### config.mk
export PLATFORM = sky130hd
export DESIGN_NAME = fetch_unit
export DESIGN_NICKNAME = d
export VERILOG_FILES = /design/src/rtl/fetch_pkg.sv /design/src/rtl/if_id_reg.sv /design/src/rtl/fetch_unit.sv
export SDC_FILE = /design/constraint.sdc
export NUM_CORES = 1
export LEC_CHECK = 0
export ABC_AREA = 1
export CORE_ASPECT_RATIO = 1.75
export CORE_UTILIZATION = 40
export CTS_CLUSTER_SIZE = 40
export DETAILED_ROUTE_END_ITERATION = 16
export GPL_ROUTABILITY_DRIVEN = 0
export PLACE_DENSITY = 0.79
export RECOVER_POWER = 100
export SETUP_SLACK_MARGIN = 0.5
export SLEW_MARGIN = 20
export SYNTH_ARGS = -nofsm -noshare
export SYNTH_HDL_FRONTEND = slang
export SYNTH_SLANG_ARGS = --single-unit
### constraint.sdc
create_clock -name clk -period 1.8 [get_ports clk]
set_clock_uncertainty 0.1 [all_clocks]
set_input_delay 0.18 -clock clk [delete_from_list [all_inputs] [get_ports clk]]
set_output_delay 0.18 -clock clk [all_outputs]
set_load 0.005 [all_outputs]
### src/rtl/fetch_pkg.sv
`default_nettype none
// +--------------------------------------------------------------------+
// | fetch_pkg                                                          |
// | Shared types and constants for the instruction-fetch stage.        |
// | Revision: 1.0                                                      |
// +--------------------------------------------------------------------+
package fetch_pkg;

  // Fetch controller states
  typedef enum logic [1:0] {
    ST_BOOT  = 2'd0,
    ST_RUN   = 2'd1,
    ST_FAULT = 2'd2
  } fetch_state_e;

  // Size of one instruction word in bytes
  localparam int unsigned INSTR_BYTES = 4;

  // Low PC bits that must be zero for an aligned fetch
  localparam logic [1:0] ALIGN_MASK = 2'b11;

endpackage
`default_nettype wire

### src/rtl/if_id_reg.sv
`default_nettype none
// +--------------------------------------------------------------------+
// | if_id_reg                                                          |
// | IF/ID pipeline slot with valid/ready handshake; supports load,     |
// | flush and hold, and clears itself once decode consumes the entry.  |
// | Revision: 1.0                                                      |
// +--------------------------------------------------------------------+
module if_id_reg
  import fetch_pkg::*;
(
  input  logic        clk,
  input  logic        reset,
  input  logic        load,
  input  logic        flush,
  input  logic        ready,
  input  logic [31:0] instr_in,
  input  logic [31:0] pc_in,
  output logic        valid,
  output logic [31:0] instr,
  output logic [31:0] pc,
  output logic [31:0] pc_plus4
);

  // Flush beats load; with neither, a consumed entry drops its valid bit
  // while an unconsumed one holds all fields stable.
  always_ff @(posedge clk) begin
    if (reset) begin
      valid    <= 1'b0;
      instr    <= 32'd0;
      pc       <= 32'd0;
      pc_plus4 <= 32'd0;
    end else if (flush) begin
      valid    <= 1'b0;
    end else if (load) begin
      valid    <= 1'b1;
      instr    <= instr_in;
      pc       <= pc_in;
      pc_plus4 <= pc_in + 32'(INSTR_BYTES);
    end else if (valid && ready) begin
      valid    <= 1'b0;
    end
  end

endmodule
`default_nettype wire

### src/rtl/fetch_unit.sv
`default_nettype none
// +--------------------------------------------------------------------+
// | fetch_unit                                                         |
// | Instruction-fetch stage: owns the PC, drives the ROM, captures the |
// | returned word into the IF/ID slot, honours redirects and raises a  |
// | sticky fault on misaligned or out-of-range PCs.                    |
// | Revision: 1.0                                                      |
// +--------------------------------------------------------------------+
module fetch_unit
  import fetch_pkg::*;
#(
  parameter logic [31:0] RESET_PC  = 32'h0000_0000,
  parameter int unsigned ROM_BYTES = 1024
) (
  input  logic        clk,
  input  logic        reset,
  output logic [31:0] rom_addr,
  output logic        rom_en,
  input  logic [31:0] rom_data,
  input  logic        redirect_valid,
  input  logic [31:0] redirect_target,
  input  logic        id_ready,
  output logic        id_valid,
  output logic [31:0] id_instr,
  output logic [31:0] id_pc,
  output logic [31:0] id_pc_plus4,
  output logic        fault,
  output logic [31:0] fault_pc
);

  // Highest legal fetch address, and the address reported when fetch runs off the end
  localparam logic [31:0] LAST_PC = 32'(ROM_BYTES - INSTR_BYTES);
  localparam logic [31:0] END_PC  = 32'(ROM_BYTES);

  fetch_state_e state;
  fetch_state_e state_next;
  logic [31:0]  pc;
  logic [31:0]  pc_next;
  logic [31:0]  fault_pc_next;
  logic         slot_load;
  logic         slot_flush;
  logic         slot_free;
  logic         target_bad;

  assign rom_addr   = pc;
  assign rom_en     = (state == ST_RUN);
  assign fault      = (state == ST_FAULT);
  assign slot_free  = !id_valid || id_ready;
  assign target_bad = ((redirect_target[1:0] & ALIGN_MASK) != 2'b00) ||
                      (redirect_target > LAST_PC);

  // Next-state, next-PC and slot control: redirect first, then fetch, else stall
  always_comb begin
    state_next    = state;
    pc_next       = pc;
    fault_pc_next = fault_pc;
    slot_load     = 1'b0;
    slot_flush    = 1'b0;
    case (state)
      ST_BOOT: begin
        state_next = ST_RUN;
      end
      ST_RUN: begin
        if (redirect_valid) begin
          slot_flush = 1'b1;
          if (target_bad) begin
            state_next    = ST_FAULT;
            fault_pc_next = redirect_target;
          end else begin
            pc_next = redirect_target;
          end
        end else if (slot_free) begin
          slot_load = 1'b1;
          if (pc == LAST_PC) begin
            // Deliver the final word, then stop: the next PC would be outside the ROM
            state_next    = ST_FAULT;
            fault_pc_next = END_PC;
          end else begin
            pc_next = pc + 32'(INSTR_BYTES);
          end
        end
      end
      ST_FAULT: begin
        // Sticky until reset; the slot drains on its own via the handshake
      end
      default: begin
        state_next = ST_BOOT;
      end
    endcase
  end

  // State, PC and fault-address registers
  always_ff @(posedge clk) begin
    if (reset) begin
      state    <= ST_BOOT;
      pc       <= RESET_PC;
      fault_pc <= 32'd0;
    end else begin
      state    <= state_next;
      pc       <= pc_next;
      fault_pc <= fault_pc_next;
    end
  end

  if_id_reg u_if_id_reg (
    .clk      (clk),
    .reset    (reset),
    .load     (slot_load),
    .flush    (slot_flush),
    .ready    (id_ready),
    .instr_in (rom_data),
    .pc_in    (pc),
    .valid    (id_valid),
    .instr    (id_instr),
    .pc       (id_pc),
    .pc_plus4 (id_pc_plus4)
  );

endmodule
`default_nettype wire

==> out/metrics.yaml, run 1 <==
hpwl_um: 19300
ys.flop_type: "dfxtp_1"
rows: 66
synthCells: 1203
dp_slack_ns: -0.205
finalCritPeriodShare_pct: 130
cts_buffer_depth: 2
grt_pass1_wl_um: 42300
areaGrowthSynthToFinish_pct: 87.3
rsz0062_at_grt: "true"
layout-drive-gt1-share_pct: 37.2
yosys.area.top_type: "dfxtp_1"
die_h_um: 184
outcome: "finished, violations left"
synth_commonest_cells: "nand2_1, nor2_1, dfxtp_1"
grt_pass1_vias: 8674
crit_path_end_kind: "register"
totalWireLength_um: 41000
synth_cell_types: 28
ys_seq_area_share_pct: 42.4
tns_ns: -16.56
hold_class: "input pin to register"
irDropWorstVdd_v: 0.000606
ant_nets: 0
yosysMostFrequentCell: "nand2_1"
clk_latency_ns: 0.44
cp-start-kind: "register"
start_util_pct: 40.9
busiest_layer: "met2"
grt_overflow_total: 0
viasPerCell: 5.92
postSynthAreaPerCell_um2: 6.32
violations: "setup timing"
synthArstFlopShare_pct: 0
slew_viol_final: 0
nNetsFinal: 1640
synth_enable_flop_cells: 0
maxCapViolCount: 0
diodes: 0
drc: 0
portBuffers: 230
yosys_warnings: 0
layout_setup_ws_ns: -0.536
tightest_slew_ns: 0.616
synth_area_um2: 7600
grt_use_met2_pct: 50.2
post_drt_wl_per_cell_um: 22.5
use_met3_pct: 5.59
cts_tree: "done"
ios: 231
setup_viol: 82
synth.top_cell.area_share_pct: 42.4
dr.pass1.iters: 7
vias: 10800
synth_nets: 1272
critical_path.max_fanout: 4
drt_iter0_drc: 1277
dieWidth_um: 106
ys_seq_elements: 161
die_area_um2: 19600
clockRootBuffer: "clkbuf_16"
met1_usage_pct: 27.9
cts_hold_buffers: 0
cp.arrival_ns: 2.56
slew_headroom_pct: 59.0
core-area_um2: 18600
numCtsBuffers: 17
grt_max_degree: 65
synthTopCellsByArea: "dfxtp_1, nand2_1, nor2_1"
critPathRequiredTime_ns: 2.03
p_per_area_nw_per_um2: 840
clkSinkCount: 161
worstSetupPathType: "register to register"
hold_viol: 0
num-fill-cells: 1101
power_leakage_nw: 7.58
post-route-min-period_ns: 2.34
path_clk_slew_ns: 0.07
htreeDepth: 4
grtUsageTotal_pct: 27.6
antenna_found_initial: 1
fmax_ghz: 0.428
-- final cells by class --
| type | count | area (um2) | area share (%) |
|---|---|---|---|
| multi-input combinational | 854 | 4830 | 34.0 |
| timing repair buffer | 408 | 4640 | 32.6 |
| sequential | 161 | 3350 | 23.5 |
| inverter | 129 | 524 | 3.68 |
| clock buffer | 18 | 439 | 3.09 |
| tap | 238 | 298 | 2.09 |
| clock inverter | 14 | 145 | 1.02 |
-- report_power, final --
group | internal (mW) | total, mW | switching [mW] | leakage (nW)
registers | 3.93 | 4.24 | 0.308 | 1.35
logic | 1.92 | 4.01 | 2.09 | 5.95
clock network | 1.99 | 3.70 | 1.70 | 0.286
total | 7.84 | 11.9 | 4.10 | 7.58
-- routing by layer --
metal	routed length (um)	vias to the layer above	part of all wire [%]
li1	-	4500	-
met1	13000	4954	32
met2	19300	946	47
met3	4850	379	12
met4	3880	2	9.4
met5	16	-	0.039
-- placed cells by master (no fill, tap or decap), types with 33 or more instances in the layout --
cell type        instances
nand2_1                249
nor2_1                 199
clkdlybuf4s50_1        128
dfxtp_1                102
inv_1                   93
buf_4                   92
dlymetal6s2s_1          78
nor2_2                  50
buf_6                   45
o21ai_2                 44
nand3_1                 44
nand2_4                 42
nand2_2                 42
a21oi_1                 41
dfxtp_2                 39
a21oi_2                 33
-- worst max-delay path, stage by stage (launching register included) --
cell	delay, ns
dfxtp_4	0.38
buf_4	0.18
nand2_1	0.32
nor2_4	0.38
buf_4	0.19
nand3_1	0.15
nand3_1	0.23
nand2_1	0.09
nor2_1	0.14
nor2_1	0.06
-- state kept, by name, indices dropped and copies added, names as in the netlist --
| register | cells |
|---|---|
| fault_pc | 32 |
| rom_addr | 32 |
| state | 2 |
| u_if_id_reg.instr | 32 |
| u_if_id_reg.pc | 30 |
| u_if_id_reg.pc_plus4 | 32 |
| u_if_id_reg.valid | 1 |
-- per-stage QoR --
step	hold WS (ns)	util, %	power [mW]	std cells	instance area (um2)
floorplan	0.201	-	5.48	1203	7920
global placement	0.348	58.4	6.76	1694	10800
detailed placement	0.355	58.4	6.81	1694	10800
CTS	0.157	64.4	10.7	1754	12000
global route	0.204	76.6	12.3	1822	14200
finish	0.210	76.6	11.9	1822	14200
-- kinds of logic (layout without fill, tap and decap cells) --
kind of cell	Yosys count	in the layout	share of synthesized area, %
fa+ha+maj	1	1	0.165
flops	161	161	42.4
buf+inv	188	569	10.0
compound gates	159	159	10.6
simple gates	691	691	36.4
xor+xnor	3	3	0.346
-- timing repair --
item,4_1_cts,5_1_grt
gates resized for setup,95,549
setup buffers,23,51
pin swaps,16,123
endpoints found under the setup margin,321,323
cloned,5,17
hold endpoints to repair,0,0
-- path summary, 6_finish.rpt --
check             cells after the start               startpoint  slack, ns                  endpoint
setup / recovery                      9             rom_addr[16]      -0.54              rom_addr[18]
hold reg to reg                       2  u_if_id_reg.pc_plus4[2]       0.36   u_if_id_reg.pc_plus4[2]
hold / removal                        6           redirect_valid       0.21  u_if_id_reg.pc_plus4[12]
setup reg to reg                      9             rom_addr[16]      -0.54              rom_addr[18]
No activity file was read; power rests on OpenSTA's default activity.
==> run 2, diff against run 1 <==
--- a/config.mk
+++ b/config.mk
@@ -11,7 +11,7 @@
 export CTS_CLUSTER_SIZE = 40
 export DETAILED_ROUTE_END_ITERATION = 16
 export GPL_ROUTABILITY_DRIVEN = 0
-export PLACE_DENSITY = 0.79
+export PLACE_DENSITY = 0.76
 export RECOVER_POWER = 100
 export SETUP_SLACK_MARGIN = 0.5
 export SLEW_MARGIN = 20
==> constraint.sdc (replaced) <==
create_clock -name clk -period 2.56 [get_ports clk]
set_clock_uncertainty 0.1 [all_clocks]
set_input_delay 0.256 -clock clk [delete_from_list [all_inputs] [get_ports clk]]
set_output_delay 0.256 -clock clk [all_outputs]
set_load 0.005 [all_outputs]
==> out/metrics.yaml, run 2 (synthesized netlist as in run 1, its figures left out) <==
clkSinkCount: 161  # unchanged
fmax_ghz: 0.445
busiest_layer: "met2"
post-route-min-period_ns: 2.25
hold_viol: 0  # unchanged
grt_pass1_wl_um: 39800  # -5.8%
stdcell_count: 1675  # -8.1%
dpl.cell_count: 1638  # -3.3%
timing.rr.end: "rom_addr[13]"
dieWidth_um: 106  # unchanged
path_buf_inv: 3  # +1
totalWireLength_um: 26000  # -37%
r2r_slack_ns: 0.39  # +0.93 ns
layout-drive-gt1-share_pct: 5.57  # -32 points
die_h_um: 184  # unchanged
drc: 0  # unchanged
final_cell_area_um2: 10900  # -23%
worstSetupPathType: "input pin to register"
path_clk_slew_ns: 0.07  # about the same
tns_ns: 0  # +16.56 ns
finalCritPeriodShare_pct: 87.7
use_met3_pct: 5.69  # +0.11 points
htreeDepth: 4  # unchanged
hpwl_um: 19200  # -0.56%
clockRootBuffer: "clkbuf_16"
crit_path_end_kind: "register"
tightest_slew_ns: 1.23  # +0.619 ns
hold_path_depth: 3  # -3
rows: 66  # unchanged
hold_ws_ns: 0.310  # +0.100 ns
nNetsFinal: 1491  # -9.1%
grt_max_degree: 67  # +3.1%
hold_class: "input pin to register"
critical_path.max_fanout: 66  # +62
antenna_found_initial: 1  # unchanged
die_area_um2: 19600  # unchanged
vias: 8313  # -23%
p_per_area_nw_per_um2: 671  # -20%
path_cells: "dlygate4sd3_1, clkinvlp_2, buf_12, o21ai_0, nor2_1"
reg2regPathDepth: 11  # +2
dp_slack_ns: 0.294  # +0.499 ns
grt_use_met2_pct: 47.0  # -3.2 points
total_power_mw: 7.33  # -39%
crit_family: "buffers and inverters"
final_cell_mix: "nand2_1, nor2_1, dfxtp_1, dlygate4sd3_1, inv_1"
met1_usage_pct: 28.3  # +0.43 points
grtUsageTotal_pct: 26.4  # -1.1 points
post_drt_wl_per_cell_um: 15.5  # -31%
final_core_util_pct: 58.8  # -18 points
cp-start-kind: "input pin"
cts_tree: "done"
dr.pass1.iters: 5  # -2
worstHoldStart: "rom_data[30]"
slew_viol_final: 0  # unchanged
max_stage_delay_ns: 0.85  # +0.47 ns
placed_cell_area_um2: 10200  # -6.0%
maxCapViolCount: 0  # unchanged
grt_overflow_total: 0  # unchanged
critPathRequiredTime_ns: 2.77  # +0.74 ns
outcome: "finished clean"
power_leakage_nw: 5.24  # -31%
layout_commonest_cell: "nand2_1"
clk_latency_ns: 0.43  # about the same
numCtsBuffers: 17  # unchanged
layout_setup_ws_ns: 0.315  # +0.851 ns
viasPerCell: 4.96  # -16%
portBuffers: 230  # unchanged
start_util_pct: 40.9  # unchanged
cp.arrival_ns: 2.45  # -0.11 ns
r2r_start: "rom_addr[8]"
num-fill-cells: 1767  # +60%
core-area_um2: 18600  # unchanged
slew_headroom_pct: 17.7  # -41 points
cp.depth: 5  # -4
rsz0062_at_grt: "true"
setup_viol: 0  # -100%
drt_iter0_drc: 514  # -60%
areaGrowthSynthToFinish_pct: 43.7
ios: 231  # unchanged
grt_pass1_vias: 7735  # -11%
ant_nets: 0  # unchanged
cts_buffer_depth: 2  # unchanged
cts_hold_buffers: 0  # unchanged
irDropWorstVdd_v: 0.000414  # -32%
cpMaxStageDelayCell: "clkinvlp_2"
min_to: "u_if_id_reg.instr[30]"
## run 2: tightest hold or removal path: stages
cell	delay, ns
clkdlybuf4s50_1	0.39
nor2_1	0.10
nor2_1	0.05
## run 2: power by group
part,internal [mW],switching [mW]
Combinational,0.738,0.874
Clock,1.70,1.09
Sequential,2.74,0.172
Total,5.19,2.14
## run 2: worst max-delay path by stage
stage / startpoint / endpoint / slack (ns)
after floorplan: rom_addr[2] / rom_addr[18] / 0.74
after CTS: state[0] / u_if_id_reg.pc_plus4[9] / 0.51
after global routing: reset / u_if_id_reg.pc[4] / 0.24
final: reset / u_if_id_reg.instr[1] / 0.31
after detailed placement: id_ready / fault_pc[11] / 0.29
after global placement: id_ready / u_if_id_reg.instr[15] / 0.33
## run 2: final cells by class
type | instances | area [um2] | area share [%]
well taps | 238 | 298 | 2.73
inverters | 129 | 488 | 4.47
multi-input cells | 854 | 3660 | 33.5
diodes | 2 | 5.00 | 0.0458
clock inverters | 13 | 198 | 1.81
clock buffers | 19 | 453 | 4.15
flip-flops and latches | 161 | 3220 | 29.5
repair buffers | 259 | 2590 | 23.8
## run 2: repair_timing
action,in CTS,in global routing
setup buffers,0,2
pin swaps,0,2
gates cloned,0,1
endpoints found under the setup margin,21,98
resized for setup,6,20
## run 2: metal layers
metal | vias to the layer above | part of all wire [%]
met1 | 3736 | 37
met5 | - | 0
met4 | 0 | 4.8
li1 | 4188 | -
met2 | 323 | 52
met3 | 66 | 6.6
